**src/rtl/fast_fifo_input_reg_hyperpipe.sv**
```systemverilog
// Reset-clearable single-bit delay line of STAGES flops.
// Carries the valid bit alongside the data pipe in the FIFO input register.
module fast_fifo_input_reg_hyperpipe #(
    parameter int STAGES = 2
) (
    input  logic clk,
    input  logic rst_n,
    input  logic validIn,
    output logic validOut
);
    logic [STAGES-1:0] pipe;

    always_ff @(posedge clk or negedge rst_n) begin
        if (!rst_n) begin
            pipe <= '0;
        end else begin
            pipe[0] <= validIn;
            for (int i = 1; i < STAGES; i++) begin
                pipe[i] <= pipe[i-1];
            end
        end
    end

    assign validOut = pipe[STAGES-1];
endmodule

```
**src/rtl/fast_fifo_input_reg.sv**
```systemverilog
// Moves words from a lookahead source into a FIFO write port through a fixed-latency pipe,
// counting writes and flagging (sticky) any write burst that overruns the almost-full margin.
module fast_fifo_input_reg #(
    parameter int WIDTH          = 16,
    parameter int PIPE_STAGES    = 2,
    parameter int OVERRUN_BUDGET = 8
) (
    input  logic             clk,
    input  logic             rst_n,
    input  logic             dataAvailable,
    input  logic [WIDTH-1:0] dataIn,
    output logic             grab,
    input  logic             almostFull,
    output logic             writeEnable,
    output logic [WIDTH-1:0] dataOut,
    input  logic             stall,
    output logic [31:0]      writeCount,
    output logic             overrunError
);
    localparam int            CW    = OVERRUN_BUDGET + 1;
    localparam logic [CW-1:0] LIMIT = CW'(OVERRUN_BUDGET);
    localparam logic [CW-1:0] ONE   = CW'(1);

    logic [WIDTH-1:0] dataPipe [PIPE_STAGES];
    logic [CW-1:0]    overCount;
    logic [CW-1:0]    overCountNext;

    // Handshake: dataAvailable is the upstream valid and grab is the accept; the source
    // advances to its next word on every rising edge where grab=1 (one word per edge).
    assign grab = rst_n && dataAvailable && !almostFull && !stall && !overrunError;

    fast_fifo_input_reg_hyperpipe #(
        .STAGES(PIPE_STAGES)
    ) validPipe (
        .clk     (clk),
        .rst_n   (rst_n),
        .validIn (grab),
        .validOut(writeEnable)
    );

    // Data enters zeroed when not grabbed, so the tail is already zero whenever invalid.
    always_ff @(posedge clk or negedge rst_n) begin
        if (!rst_n) begin
            for (int i = 0; i < PIPE_STAGES; i++) begin
                dataPipe[i] <= '0;
            end
        end else begin
            dataPipe[0] <= grab ? dataIn : '0;
            for (int i = 1; i < PIPE_STAGES; i++) begin
                dataPipe[i] <= dataPipe[i-1];
            end
        end
    end

    assign dataOut = dataPipe[PIPE_STAGES-1];

    always_comb begin
        overCountNext = overCount;
        if (!almostFull) begin
            overCountNext = '0;
        end else if (writeEnable && (overCount != '1)) begin
            overCountNext = overCount + ONE;
        end
    end

    always_ff @(posedge clk or negedge rst_n) begin
        if (!rst_n) begin
            overCount    <= '0;
            overrunError <= 1'b0;
            writeCount   <= 32'd0;
        end else begin
            overCount <= overCountNext;
            if (overCountNext > LIMIT) begin
                overrunError <= 1'b1;
            end
            if (writeEnable) begin
                writeCount <= writeCount + 32'd1;
            end
        end
    end
endmodule

```
**config.mk**
```make
export PLATFORM = sky130hd
export DESIGN_NAME = fast_fifo_input_reg
export DESIGN_NICKNAME = d
export VERILOG_FILES = /design/src/rtl/fast_fifo_input_reg_hyperpipe.sv /design/src/rtl/fast_fifo_input_reg.sv
export SDC_FILE = /design/constraint.sdc
export NUM_CORES = 1
export LEC_CHECK = 0
export ABC_CLOCK_PERIOD_IN_PS = 3900
export CORE_ASPECT_RATIO = 0.6
export CORE_MARGIN = 2
export CORE_UTILIZATION = 53
export CTS_CLUSTER_DIAMETER = 150
export DETAILED_ROUTE_END_ITERATION = 12
export GPL_TIMING_DRIVEN = 0
export PLACE_DENSITY = 0.88
export SLEW_MARGIN = 40
export SYNTH_ARGS = -nofsm -noshare
export SYNTH_HDL_FRONTEND = slang
export SYNTH_SLANG_ARGS = --single-unit
export TNS_END_PERCENT = 5
```
**constraint.sdc**
```tcl
create_clock -name clk -period 3.9 [get_ports clk]
set_input_delay 0.39 -clock clk [delete_from_list [all_inputs] [get_ports clk]]
set_output_delay 0.39 -clock clk [all_outputs]
set_load 0.005 [all_outputs]
```
After elaboration in Yosys (flattened, before gate mapping)
Cells that the tools add are included.
- register bits: 76
- latch bits: 0
- RAM bits: 0
- ROM bits: 0
- input bits: 21
- output and inout bits: 51
- memories: 0
- add/subtract/negate cells: 2
- multipliers: 0
- div/mod/pow operators: 0
- order comparisons: 1
- equality and inequality tests: 1
- shift operators: 0
- muxes and demuxes: 3
- bitwise logic cells: 0
- reductions and logical operators: 8
- operators by type and width (kind ; number):
    32-bit by 1-bit adder with 32-bit output, second input constant ; 1
    9-bit two-way mux ; 2
    16-bit two-way mux ; 1
    9-bit by 1-bit adder with 9-bit output, second input constant ; 1
    9-bit by 4-bit > comparator with 1-bit output, second input constant ; 1
    9-bit != test, second input constant ; 1
    1-bit logical AND ; 5
    1-bit zero test ; 3

Depth between registers and ports, before layout
- word-level depth: 5
- gate-level depth with buffers: 10
- gate-level depth less buffers: 9

Modules after synthesis
From an unflattened synthesis, not the netlist that was laid out.
- cell total of the unflattened synthesis: 238
- area, all modules: 3015.4 µm²
- by module, submodules not included (module ; times used ; cells an instance ; area each (µm²)):
    fast_fifo_input_reg ; 1 ; 236 ; 2965.3
    fast_fifo_input_reg_hyperpipe ; 1 ; 2 ; 50.0

Least setup slack after synthesis
Ideal clock, no wire load.
- path type: register -> register
- from: register overCount[0]
- to: register overrunError
- library setup time: 0.087 ns
- arrival time: 1.826 ns
- data required time: 3.813 ns
- slack: 1.988 ns
- stages on the path, launching flop included: 10
- buffers on the path: 0
- period minus slack after synthesis: 1.912 ns
- path through: dfrtp_1 -> ha_1 -> nand2_1 -> nor3_1 -> ha_1 -> nand4b_1 -> or4_1 -> a21oi_2 -> nor3_1 -> o211ai_1
- cells in the longest elaborated chain, start to end: 5
- elaborated cells between the ends (all ways): 6
- RTL lines (what ; RTL line ; text):
    start, declared ; fast_fifo_input_reg.sv:25 ; logic [CW-1:0] overCount;
    start signal, assigned ; fast_fifo_input_reg.sv:72 ; overCount <= overCountNext;
    branches (longest 2 deep; another with 9-bit by 1-bit adder with 9-bit output) ; n/a ;
    9-bit two-way mux * ; fast_fifo_input_reg.sv:61 ; end else if (writeEnable && (overCount != '1)) begin
    9-bit two-way mux * ; fast_fifo_input_reg.sv:59 ; if (!almostFull) begin
    via overCountNext[7] ; fast_fifo_input_reg.sv:26 ; logic [CW-1:0] overCountNext;
    9-bit by 4-bit > comparator with 1-bit output * ; fast_fifo_input_reg.sv:73 ; if (overCountNext > LIMIT) begin
    end signal, assigned ; fast_fifo_input_reg.sv:69 ; overrunError <= 1'b0;
    end signal, assigned ; fast_fifo_input_reg.sv:74 ; overrunError <= 1'b1;
    end, declared ; fast_fifo_input_reg.sv:18 ; output logic overrunError
Mark *: on every way through the listed nets, which the timed path passes.
A chain may end at the register's enable or synchronous reset.

Final worst setup path
- from: input rst_n
- to: output grab
- cells in the longest elaborated chain, start to end: 4
- RTL lines (what ; RTL line ; text):
    start, declared ; fast_fifo_input_reg.sv:9 ; input logic rst_n,
    1-bit logical AND (4 in series) ; fast_fifo_input_reg.sv:30 ; assign grab = rst_n && dataAvailable && !almostFull && !stall && !overrunError;
    end, declared ; fast_fifo_input_reg.sv:12 ; output logic grab,
Every way passes these cells.

==> impl_summary.log <==
[metrics] instance count after placement with tap cells included: 389
[metrics] CTS Hold Bufs: 1
[metrics] effective utilization at floorplan: 54.8%
[metrics] critical path depth in cells: 6
[metrics] global-route wire length before repair: 9430 um
[metrics] x dimension of the die: roughly 100 um
[metrics] top post-synthesis cells by area: sky130_fd_sc_hd__dfrtp_1, sky130_fd_sc_hd__xnor2_1, sky130_fd_sc_hd__buf_4, sky130_fd_sc_hd__and2_1, sky130_fd_sc_hd__xor2_1
[metrics] port bufs: 71
[metrics] final setup slack of the worst path: roughly 0.67 ns
[metrics] share of post-route cells with drive strength above 1: 13.2%
[metrics] vias after detailed routing: 1966
[metrics] setup repair after global routing missed its margin: no
[metrics] number of antenna violations at the first check in global routing: 0
[metrics] final routed DRC violation total: 0
[metrics] CTS resizes: 0
[metrics] share of the synthesized area in the top cell type: about 63%
[metrics] area leader, netlist: sky130_fd_sc_hd__dfrtp_1
[metrics] area of the core region: 0.00554 mm^2
[metrics] largest driver fanout on the critical path: 38
[metrics] router iterations before antenna repair: 4
[metrics] Syn Nets: 261
[metrics] mean post-synth cell area: 12.8 um^2
[metrics] number of max-cap violations: 0
[metrics] I/O pins: between 70 and 80
[metrics] cell area after synthesis: 0.00304 mm^2
[metrics] non-filler cells, final: 406
[metrics] post-synthesis share of cell area spent on and, or, nand and nor gates: 18.5%
[metrics] Detailed Route Iter0 Violations: between 60 and 70
[metrics] Cells on Worst Hold Path: 0
[metrics] YS warnings: 0
[metrics] data required time of the worst path: 3.51 ns
[metrics] total number of H-tree levels: 3
[metrics] final max-slew violation count: 0
[metrics] crit path time final: 3.23 ns
[metrics] adder-cell area share of the yosys netlist: 1.24%
[metrics] Period Utilization, post-route: ~83%
[metrics] routability congestion estimate: a little over 0.8
[metrics] synthesized instance count: between 200 and 250
[metrics] area share of xor/xnor cells in the synthesized design: 10.1%
[metrics] Critical path destination: grab
[metrics] number of distinct library cell variants in the gate-level netlist after synthesis: 35
[metrics] Setup Total Neg Slack: 0 ns
[metrics] final-layout worst hold slack: 0.350 ns
[metrics] multiplexer fraction of the synthesized cell area: 1.03%
[metrics] worst setup path class: primary input to output pin
[metrics] r2r setup slk: approximately 1.8 ns
[metrics] final WL: 5640 um
[metrics] peak supply drop: approximately 310 uV
[metrics] CTS tree: built
[metrics] slowest stage cell, crit path: sky130_fd_sc_hd__clkdlybuf4s50_1
[metrics] achievable clock frequency: around 0.31 GHz
[metrics] number of nets at the end of the flow: 345
[metrics] CP delay by family, top: buffers and inverters
[metrics] worst setup path start: rst_n
[metrics] floorplan die height: 62.6 um
[metrics] type of the most critical hold path: register to register
[metrics] die area: between 0.006 and 0.007 mm^2
[metrics] power density cells: 362 mW/mm^2
[metrics] Startpoint Class: primary input
[metrics] Slew HR: about 58%
[metrics] largest incremental delay on the critical path: 0.58 ns
[metrics] Max Root-Sink Buffers: 2
[metrics] transition time of the tightest slew-check pin: ~0.63 ns
[metrics] clock latency on the worst-skew pair: 0.35 ns
[metrics] total inserted antenna cells: 0
[metrics] Total Routing Usage GR: 20.1%
[metrics] number of cell instances on the worst register-to-register path: 9
[metrics] post-CTS setup buffer count: 0
[metrics] Placement Rows: 21
[metrics] WL/cell: 13.9 um
[metrics] sequential element share of the synthesized area: 62.6%
[metrics] Hold Violations, Final: 0
[metrics] area growth from synthesis to layout: 34.9%
[metrics] crit-path cells: dlygate4sd3_1 > buf_6 > nand2_1 > nor4_2 > clkbuf_1 > clkdlybuf4s50_1
[metrics] r2r startpoint: overCount[0]$_DFF_PN0_
[metrics] most common flop cell mapped by yosys: sky130_fd_sc_hd__dfrtp_1
[metrics] number of storage elements in the synthesis netlist: 76
[metrics] setup clock skew after layout: just under 0.009 ns
[metrics] TritonCTS buffer count: 9
[metrics] post-detailed-route count of antenna-violating nets: 0
[metrics] Critical Path End Type: output pin
[metrics] Vias per Instance: 4.84
[metrics] largest family of logic cells by synthesized area: simple AND/OR/NAND/NOR gates
[metrics] clk slew on worst S/H paths: 0.07 ns
[metrics] Worst Path Buf+Inv: 4
[metrics] compound-cell area share of the yosys netlist: 1.77%
[metrics] setup slack at placement: between 1 and 1.5 ns
[metrics] capture point of the worst reg-to-reg path: overrunError$_DFFE_PN0N_
[metrics] sum of net half-perimeters after detailed placement: 4080 um
[metrics] run status: finished, final reports clean
[metrics] Clk Tree Root Cell: sky130_fd_sc_hd__clkbuf_8
[metrics] static leakage: between 0.0015 and 0.002 uW
[metrics] proportion of synthesized flip-flops having asynchronous set or reset: 100%
[metrics] vias in the first global route: 1901
[metrics] pin count of the biggest net entering global routing: 41
[metrics] crit path DAT: 2.84 ns
[metrics] count of flip-flops with a built-in enable after synthesis: 0
[metrics] aggregate global routing overflow: 0
[metrics] CTS sink cnt: 76
[metrics] Setup violations, final: 0
==> stage by stage <==
stage / power (uW) / cell area (um^2) / util, %
finish: 1480 / 4100 / 73.9
CTS: 1500 / 4100 / 73.9
global route: 1550 / 4100 / 73.9
floorplan: 806 / 3040 / -
global placement: 844 / 3850 / 69.4
detailed placement: 847 / 3870 / 69.8
==> flip-flops by register name, indices dropped and copies added (netlist names) <==
name            flops
dataOut            16
dataPipe           16
overCount           9
overrunError        1
validPipe.pipe      2
writeCount         32
==> cells in the mapped netlist (2+ instances only) <==
library cell,n
sky130_fd_sc_hd__dfrtp_1,76
sky130_fd_sc_hd__xnor2_1,25
sky130_fd_sc_hd__and2_1,19
sky130_fd_sc_hd__buf_4,17
sky130_fd_sc_hd__nand2_1,16
sky130_fd_sc_hd__xor2_1,10
sky130_fd_sc_hd__nand3_1,9
sky130_fd_sc_hd__nor2_1,9
sky130_fd_sc_hd__and3_1,8
sky130_fd_sc_hd__nand4_1,6
sky130_fd_sc_hd__and4_1,5
sky130_fd_sc_hd__nor3_1,4
sky130_fd_sc_hd__a21oi_1,3
sky130_fd_sc_hd__ha_1,3
sky130_fd_sc_hd__o21ai_0,3
sky130_fd_sc_hd__inv_1,2
sky130_fd_sc_hd__mux2i_1,2
sky130_fd_sc_hd__nor4_2,2
sky130_fd_sc_hd__or3_1,2
==> worst min-delay path by stage <==
stage | to | startpoint | slack [ns]
after floorplan | dataOut[0]$_DFF_PN0_ | rst_n | 0.09
after global placement | dataOut[8]$_DFF_PN0_ | dataPipe[24]$_DFF_PN0_ | 0.33
after detailed placement | dataOut[5]$_DFF_PN0_ | rst_n | 0.31
after CTS | dataOut[10]$_DFF_PN0_ | dataPipe[26]$_DFF_PN0_ | 0.35
after global routing | dataOut[13]$_DFF_PN0_ | dataPipe[29]$_DFF_PN0_ | 0.35
final | dataOut[3]$_DFF_PN0_ | dataPipe[19]$_DFF_PN0_ | 0.35
==> cell type report <==
class	instances	area, um^2
sequential	76	1900
fill	362	1450
multi-input combinational	140	991
timing repair buffer	73	742
clock buffer	12	145
buffer	19	136
tap	80	100
clock inverter	4	72.6
inverter	2	7.51
==> cells in the final DEF, fill, tap and decap left out, types with 2 or more instances in the layout <==
cell	instances
sky130_fd_sc_hd__clkbuf_8	10
sky130_fd_sc_hd__buf_4	17
sky130_fd_sc_hd__a21oi_1	3
sky130_fd_sc_hd__nor2_1	9
sky130_fd_sc_hd__xnor2_1	25
sky130_fd_sc_hd__and2_1	19
sky130_fd_sc_hd__nor3_1	4
sky130_fd_sc_hd__mux2i_1	2
sky130_fd_sc_hd__or3_1	2
sky130_fd_sc_hd__ha_1	3
sky130_fd_sc_hd__clkbuf_1	3
sky130_fd_sc_hd__dfrtp_1	76
sky130_fd_sc_hd__o21ai_0	3
sky130_fd_sc_hd__nand4_1	6
sky130_fd_sc_hd__nand3_1	9
sky130_fd_sc_hd__xor2_1	10
sky130_fd_sc_hd__and3_1	8
sky130_fd_sc_hd__nand2_1	16
sky130_fd_sc_hd__clkdlybuf4s50_1	70
sky130_fd_sc_hd__and4_1	5
sky130_fd_sc_hd__nor4_2	2
sky130_fd_sc_hd__inv_1	2
sky130_fd_sc_hd__bufinv_16	2
==> report_power, final <==
part	total, uW	switching (uW)	internal [uW]
sequential	789	0.829	788
combinational	41.9	20.3	21.6
clock	651	274	377
==> metal layers <==
metal  GRT usage [%]  routed length, um  vias up
met3            10.3                423        6
met5               0                  0        -
met1            27.4               2610      948
met4            5.07                 38        0
li1                -                  -      955
met2            28.7               2560       57
==> kinds of logic (layout without fill, tap and decap cells) <==
family          count (synthesis)  count (layout)
simple gates                   90              90
flops                          76              76
xor+xnor                       35              35
buf+inv                        21             110
compound gates                  9               9
fa+ha+maj                       3               3
mux                             3               3
(Power assumes the default switching activity.)
